### config.mk
export PLATFORM = sky130hd
export DESIGN_NAME = instr_fetch_unit
export DESIGN_NICKNAME = d
export VERILOG_FILES = /design/src/rtl/isa_pkg.sv /design/src/rtl/instr_fetch_unit.sv
export SDC_FILE = /design/constraint.sdc
export NUM_CORES = 1
export LEC_CHECK = 0
export BUFFER_PORTS_ARGS = -buffer_cell sky130_fd_sc_hd__buf_2
export CORE_UTILIZATION = 30
export CTS_CLUSTER_SIZE = 28
export DETAILED_ROUTE_END_ITERATION = 16
export PLACE_DENSITY = 0.59
export SLEW_MARGIN = 20
export SYNTH_ARGS = -nofsm -noshare
export SYNTH_HDL_FRONTEND = slang
export SYNTH_SLANG_ARGS = --single-unit
### constraint.sdc
create_clock -name clk -period 2.4 [get_ports clk]
set_clock_uncertainty 0.15 [all_clocks]
set_input_delay 0.12 -clock clk [delete_from_list [all_inputs] [get_ports clk]]
set_output_delay 0.12 -clock clk [all_outputs]
set_load 0.02 [all_outputs]
### src/rtl/isa_pkg.sv
// ISA definitions for the fetch stage: instruction field widths, opcodes and fetch FSM states.
package isa_pkg;

    localparam int unsigned ISA_DATA_W = 8;
    localparam int unsigned OPC_W      = 3;
    localparam int unsigned OPR_W      = ISA_DATA_W - OPC_W;

    typedef enum logic [OPC_W-1:0] {
        OPC_ADD  = 3'd0,
        OPC_SUB  = 3'd1,
        OPC_AND  = 3'd2,
        OPC_OR   = 3'd3,
        OPC_NOT  = 3'd4,
        OPC_XOR  = 3'd5,
        OPC_XNOR = 3'd6,
        OPC_HALT = 3'd7
    } opcode_e;

    typedef enum logic [1:0] {
        ST_IDLE       = 2'd0,
        ST_RUN        = 2'd1,
        ST_HALT_DRAIN = 2'd2,
        ST_STOP       = 2'd3
    } fetch_state_e;

endpackage

### src/rtl/instr_fetch_unit.sv
// Fetch stage: owns the PC, reads the asynchronous instruction ROM and hands split
// opcode/operand words downstream over valid/ready, with start, redirect and halt handling.
module instr_fetch_unit
    import isa_pkg::*;
#(
    parameter int unsigned ADDR_W   = 5,
    parameter int unsigned DATA_W   = ISA_DATA_W,
    parameter int unsigned PROG_LEN = 13
) (
    input  logic              clk,
    input  logic              rst_n,
    input  logic              start,
    output logic [ADDR_W-1:0] imem_addr,
    input  logic [DATA_W-1:0] imem_data,
    output logic              out_valid,
    input  logic              out_ready,
    output logic [OPC_W-1:0]  out_opcode,
    output logic [OPR_W-1:0]  out_operand,
    output logic [ADDR_W-1:0] out_pc,
    input  logic              redir_valid,
    input  logic [ADDR_W-1:0] redir_pc,
    output logic              halted,
    output logic              fault
);

    localparam logic [ADDR_W-1:0] END_PC = ADDR_W'(PROG_LEN);

    fetch_state_e      state_q;
    fetch_state_e      state_nxt;
    logic [ADDR_W-1:0] pc_q;
    logic [ADDR_W-1:0] pc_nxt;
    logic              halted_nxt;
    logic              fault_nxt;
    logic              capture_c;
    logic              flush_c;
    logic              accept_c;
    logic [OPC_W-1:0]  opc_c;

    assign opc_c     = imem_data[DATA_W-1 -: OPC_W];
    assign accept_c  = out_valid && out_ready;
    assign imem_addr = pc_q;

    // Next-state, PC and capture/flush decisions, in redirect > end-of-program > capture > stall order
    always_comb begin
        state_nxt  = state_q;
        pc_nxt     = pc_q;
        halted_nxt = halted;
        fault_nxt  = fault;
        capture_c  = 1'b0;
        flush_c    = 1'b0;
        case (state_q)
            ST_IDLE, ST_STOP: begin
                if (start) begin
                    state_nxt  = ST_RUN;
                    pc_nxt     = '0;
                    halted_nxt = 1'b0;
                end
            end
            ST_RUN, ST_HALT_DRAIN: begin
                if (redir_valid) begin
                    flush_c = 1'b1;
                    if (redir_pc < END_PC) begin
                        pc_nxt    = redir_pc;
                        state_nxt = ST_RUN;
                    end else begin
                        fault_nxt  = 1'b1;
                        halted_nxt = 1'b1;
                        state_nxt  = ST_STOP;
                    end
                end else if (state_q == ST_HALT_DRAIN) begin
                    if (accept_c) begin
                        halted_nxt = 1'b1;
                        state_nxt  = ST_STOP;
                    end
                end else if (pc_q == END_PC) begin
                    // Wait for the last word to drain before reporting halt
                    if (!out_valid) begin
                        halted_nxt = 1'b1;
                        state_nxt  = ST_STOP;
                    end
                end else if (!out_valid || out_ready) begin
                    capture_c = 1'b1;
                    if (opc_c == OPC_HALT) begin
                        state_nxt = ST_HALT_DRAIN;
                    end else begin
                        pc_nxt = pc_q + ADDR_W'(1);
                    end
                end
            end
            default: state_nxt = ST_IDLE;
        endcase
    end

    // PC and FSM state
    always_ff @(posedge clk or negedge rst_n) begin
        if (!rst_n) begin
            state_q <= ST_IDLE;
            pc_q    <= '0;
            halted  <= 1'b0;
            fault   <= 1'b0;
        end else begin
            state_q <= state_nxt;
            pc_q    <= pc_nxt;
            halted  <= halted_nxt;
            fault   <= fault_nxt;
        end
    end

    // Output register: flush beats capture, capture beats a plain accept
    always_ff @(posedge clk or negedge rst_n) begin
        if (!rst_n) begin
            out_valid   <= 1'b0;
            out_opcode  <= '0;
            out_operand <= '0;
            out_pc      <= '0;
        end else if (flush_c) begin
            out_valid <= 1'b0;
        end else if (capture_c) begin
            out_valid   <= 1'b1;
            out_opcode  <= opc_c;
            out_operand <= imem_data[OPR_W-1:0];
            out_pc      <= pc_q;
        end else if (accept_c) begin
            out_valid <= 1'b0;
        end
    end

endmodule

==> flow_summary.toml, run 1 <==
[status]
status = "finished clean"

[final_layout]
final_cell_area_um2 = 1670
instances_no_fill = 224
multi_input_comb_area_um2 = 617
diodes = 0
nFillCells = 379
fin_nets = 198
drive_above_1_share = 0.362
register_area_um2 = 576
syn2layout_area_growth_pct = 33.5

[synth]
yosys-top-cells-count = "dfrtp_1 (23), mux2_2 (13), inv_1 (10)"
netlist_top_cells_area = "dfrtp_1 (46%), mux2_2 (12%), ha_1 (5.0%)"
ys_seq_area_frac = 0.459
async_reset_ff_frac = 1.00
yosys_register_bits = 23
synth_cell_types = 37
yosysWarnings = 0
synth_edf_count = 0
yosysTopAreaCell = "dfrtp_1"
syn_inst = 121
synth_nets = 144
synth_most_common_cell = "dfrtp_1"
netlist_area_um2 = 1250
synth_flop_cell = "dfrtp_1"
syn_avg_cell_area_um2 = 10.4
synth_top_area_frac = 0.459

[place]
finalWeightedCongestion = 0.934
place_hpwl_mm = 2.31
place_area_um2 = 1530
dp.cells = 210
port_buffers = 38

[power]
power.total_mw = 2.01
peakVddDrop_v = 0.000691
cellPowerDensity_nw_per_um2 = 1200
cellLeakagePower_nw = 0.817

[sta]
finalHoldViolCount = 0
fin_crit_ns = 2.25
slew_violations = 0
worst_pin_slew_ns = 0.520
setup_viol = 0
rsz0062_at_grt = "no"
fmax_ghz = 0.444
period_share = 0.938
max-slew-margin-rel = 0.654
fin_setup_tns_ns = 0
whs_ns = 0.0318

[clock_network]
cts_resized = 0
clockBufferDepth = 2
clk_latency_ns = 0.26
clkTransAtPathRegs_ns = 0.09
post_cts_buffers = 0
htreeDepth = 1
cts_buffers = 3
cts_tree = "built"
cts.sinks = 23
root_buffer = "clkbuf_8"

[floorplan]
die_area_um2 = 4440
die_w_um = 66.6
fp.coreArea_um2 = 4000
start_util = 0.313
pin_count = 39
fp.dieH_um = 66.6
num_rows = 23

[route]
vias = 1148
wl_per_cell_um = 14.1
firstDrtPassIters = 4
drtIter0Drc = 35
postRouteAntennaNets = 0
drc_errors = 0
wl_mm = 3.16
via_per_inst = 5.13

[global_route]
grt_pass1_vias = 1196
antenna_found_initial = 0
grt_pass1_wl_mm = 5.34
gr-total-overflow = 0
track_usage = 0.158
grt_max_degree = 24

[min_path]
hold_class = "in -> reg"

[worst_setup_path]
crit_fanout = 13
cp-start-kind = "register"
required_ns = 2.40
crit_arrival_ns = 2.25
worstSetupPathType = "reg -> reg"
crit_path_end_kind = "register"

[job]
cap_viol_max_count = 0
==> sequential cells by signal, indices dropped and copies added (netlist names) <==
register / flops
imem_addr: 5
out_operand: 5
out_pc: 5
out_opcode: 3
state_q: 2
fault: 1
halted: 1
out_valid: 1
==> area by class of cell <==
class                   count  share of cell area
flip-flops and latches     23               0.344
clock inverters             1             0.00299
clock buffers               3              0.0247
multi-input cells          83               0.368
inverters                  10              0.0224
repair buffers             54               0.200
well taps                  50              0.0374
==> layer usage <==
layer  vias to the layer above  GRT usage  wire length [um]
met5                         -          0                 0
met4                         0     0.0452                 8
met3                         2     0.0342               152
met2                        37      0.279              1600
met1                       559      0.190              1400
li1                        550          -                 -
==> critical path, stage by stage, from the launching register on <==
cell and delay, ns:
dfrtp_1 0.38, inv_1 0.09, ha_1 0.32, or4_1 0.51
nor2_1 0.11, buf_4 0.22, mux2_2 0.36
==> worst paths after layout <==
path	cells after the start	slack, ns	from	to
max	6	0.15	state_q[0]	out_pc[3]
min	3	0.03	redir_pc[4]	fault
max reg2reg	6	0.15	state_q[0]	out_pc[3]
min reg2reg	1	0.33	fault	fault
max in group asynchronous	2	1.55	rst_n	out_pc[2]
min in group asynchronous	2	0.20	rst_n	out_operand[1]
==> cells by family (layout without fill, tap and decap cells) <==
family / count (synthesis) / in the layout / synth area share
compound gates: 33 / 33 / 0.184
simple gates: 32 / 32 / 0.142
flops: 23 / 23 / 0.459
buf+inv: 15 / 68 / 0.0489
mux: 13 / 13 / 0.117
fa+ha+maj: 5 / 5 / 0.0499
==> placed cells by master, fill, tap and decap left out, drive strengths merged, types with 2 or more instances in the layout <==
cell type    count
buf             44
dfrtp           23
mux2            13
inv             10
dlygate4sd3     10
nor2             9
a21oi            9
nand2            5
ha               5
nor2b            4
nand2b           4
o22ai            4
o311ai           3
clkbuf           3
o21ai            2
a2111oi          2
and3             2
a22oi            2
==> power by group <==
| group | internal [mW] | leakage, nW | total, mW | switching (mW) |
|---|---|---|---|---|
| sequential | 0.556 | 0.281 | 0.666 | 0.110 |
| clock | 0.116 | 0.0255 | 0.246 | 0.130 |
| combinational | 0.475 | 0.510 | 1.10 | 0.626 |
==> what timing repair did <==
item                       in CTS  in global routing
hold endpoints to repair       32                  0
setup endpoints to repair       0                  0
hold buffers                   10                  0
==> per-stage QoR <==
stage | setup slack [ns] | util
2_1_floorplan | 0.0379 | -
5_1_grt | 0.0537 | 0.419
3_5_place_dp | 0.168 | 0.382
4_1_cts | 0.155 | 0.419
3_3_place_gp | 0.235 | 0.382
6_report | 0.149 | 0.419
Note: power is estimated with default switching activity, not from simulation.
==> run 2: changes to the inputs <==
--- a/config.mk
+++ b/config.mk
@@ -7,9 +7,9 @@
 export LEC_CHECK = 0
 export BUFFER_PORTS_ARGS = -buffer_cell sky130_fd_sc_hd__buf_2
 export CORE_UTILIZATION = 30
-export CTS_CLUSTER_SIZE = 28
 export DETAILED_ROUTE_END_ITERATION = 16
 export PLACE_DENSITY = 0.59
+export REMOVE_ABC_BUFFERS = 1
 export SLEW_MARGIN = 20
 export SYNTH_ARGS = -nofsm -noshare
 export SYNTH_HDL_FRONTEND = slang
==> constraint.sdc (replaced) <==
create_clock -name clk -period 2.4 [get_ports clk]
set_clock_uncertainty 0.15 [all_clocks]
set_input_delay 0.48 -clock clk [delete_from_list [all_inputs] [get_ports clk]]
set_output_delay 0.48 -clock clk [all_outputs]
set_load 0.02 [all_outputs]
==> flow_summary.toml, run 2 (same netlist as run 1, synthesis figures left out) <==
[status]
status = "finished clean"

[power]
cellLeakagePower_nw = 0.780
cellPowerDensity_nw_per_um2 = 1260
peakVddDrop_v = 0.000576
power.total_mw = 1.99

[worst_setup_path]
cp-startpoint = "state_q[0]"
worstRegToRegCells = 6
worstSetupPathType = "reg -> reg"
cp-start-kind = "register"
r2r_slack_ns = 0.13
r2r_start = "state_q[0]"
crit_arrival_ns = 2.28
crit_fanout = 13
crit_path_end_kind = "register"
r2r-end = "out_opcode[0]"
crit_end = "out_opcode[0]"
required_ns = 2.41

[clock_network]
ctsHoldBuffers = 0
cts_resized = 0
root_buffer = "clkbuf_8"
cts_tree = "built"
post_cts_buffers = 0
clkTransAtPathRegs_ns = 0.09
htreeDepth = 1
clk_latency_ns = 0.26
clockBufferDepth = 2
cts.sinks = 23
cts_buffers = 3

[sta]
period_share = 0.948
worst_pin_slew_ns = 0.537
max-slew-margin-rel = 0.642
fin_setup_tns_ns = 0
fin_ws_ns = 0.125
fmax_ghz = 0.440
setup_viol = 0
fin_crit_ns = 2.27
rsz0062_at_grt = "no"
slew_violations = 0
finalHoldViolCount = 0
whs_ns = 0.0373

[final_layout]
diodes = 0
syn2layout_area_growth_pct = 26.1
nFillCells = 406
layout_commonest_cell = "buf_2"
drive_above_1_share = 0.388
instances_no_fill = 215
register_area_um2 = 576
fin_nets = 189
final_cell_mix = "buf_2 (38), dfrtp_1 (23), mux2_2 (13)"
multi_input_comb_area_um2 = 617

[place]
port_buffers = 38
finalWeightedCongestion = 0.844
post-place-ws_ns = 0.136
place_hpwl_mm = 2.26
dp.cells = 211

[floorplan]
pin_count = 39
die_w_um = 66.6
die_area_um2 = 4440
num_rows = 23
fp.dieH_um = 66.6
fp.coreArea_um2 = 4000
start_util = 0.313

[route]
firstDrtPassIters = 4
wl_mm = 2.95
postRouteAntennaNets = 0
wl_per_cell_um = 13.7
via_per_inst = 5.25
drc_errors = 0
vias = 1128
drtIter0Drc = 44

[global_route]
gr-total-overflow = 0
grt_pass1_wl_mm = 5.06
grt_pass1_vias = 1101
track_usage = 0.150
antenna_found_initial = 0
grt_max_degree = 24

[min_path]
hold_class = "in -> async"

[job]
cap_viol_max_count = 0
-- run 2: cell count changes in the layout (fill, tap and decap cells not counted) --
cell,before,now
buf_4,6,7
dlygate4sd3_1,10,0
-- run 2: area by class of cell --
type | instances | share of cell area
well taps | 50 | 0.0396
inverters | 10 | 0.0237
clock inverters | 1 | 0.00316
clock buffers | 3 | 0.0261
repair buffers | 45 | 0.153
flip-flops and latches | 23 | 0.364
multi-input cells | 83 | 0.390
-- run 2: layer usage --
metal / global-route usage / part of all wire / up-vias
met3: 0.0342 / 0.066 / 5
met1: 0.194 / 0.45 / 542
met4: 0.0452 / 0.012 / 0
met2: 0.246 / 0.47 / 50
met5: 0 / 0 / -
li1: - / - / 531
-- run 2: stage by stage --
step                       util  cell area, um^2
after global placement    0.384             1540
after floorplan               -             1230
after global routing      0.395             1580
after detailed placement  0.384             1540
after CTS                 0.395             1580
final                     0.395             1580
-- run 2: worst min path at each step --
stage | slack [ns] | from | cells after the start | endpoint
floorplan | 0.03 | rst_n | 0 | fault
global placement | 0.31 | fault | 1 | fault
detailed placement | 0.32 | fault | 1 | fault
CTS | 0.06 | rst_n | 1 | out_operand[2]
global route | 0.08 | rst_n | 1 | out_operand[2]
finish | 0.04 | rst_n | 1 | out_operand[2]
-- run 2: worst max-delay path, cell delays in order, from the launching register on --
cell and delay (ns):
dfrtp_1 0.38, inv_1 0.08, ha_1 0.28, or4_1 0.57
nor2_1 0.11, buf_4 0.22, mux2_2 0.36
-- run 2: power breakdown --
| part | switching [mW] | internal (mW) | total, mW | leakage, nW |
|---|---|---|---|---|
| clock | 0.129 | 0.116 | 0.245 | 0.0255 |
| sequential | 0.107 | 0.556 | 0.663 | 0.281 |
| combinational | 0.617 | 0.469 | 1.09 | 0.473 |
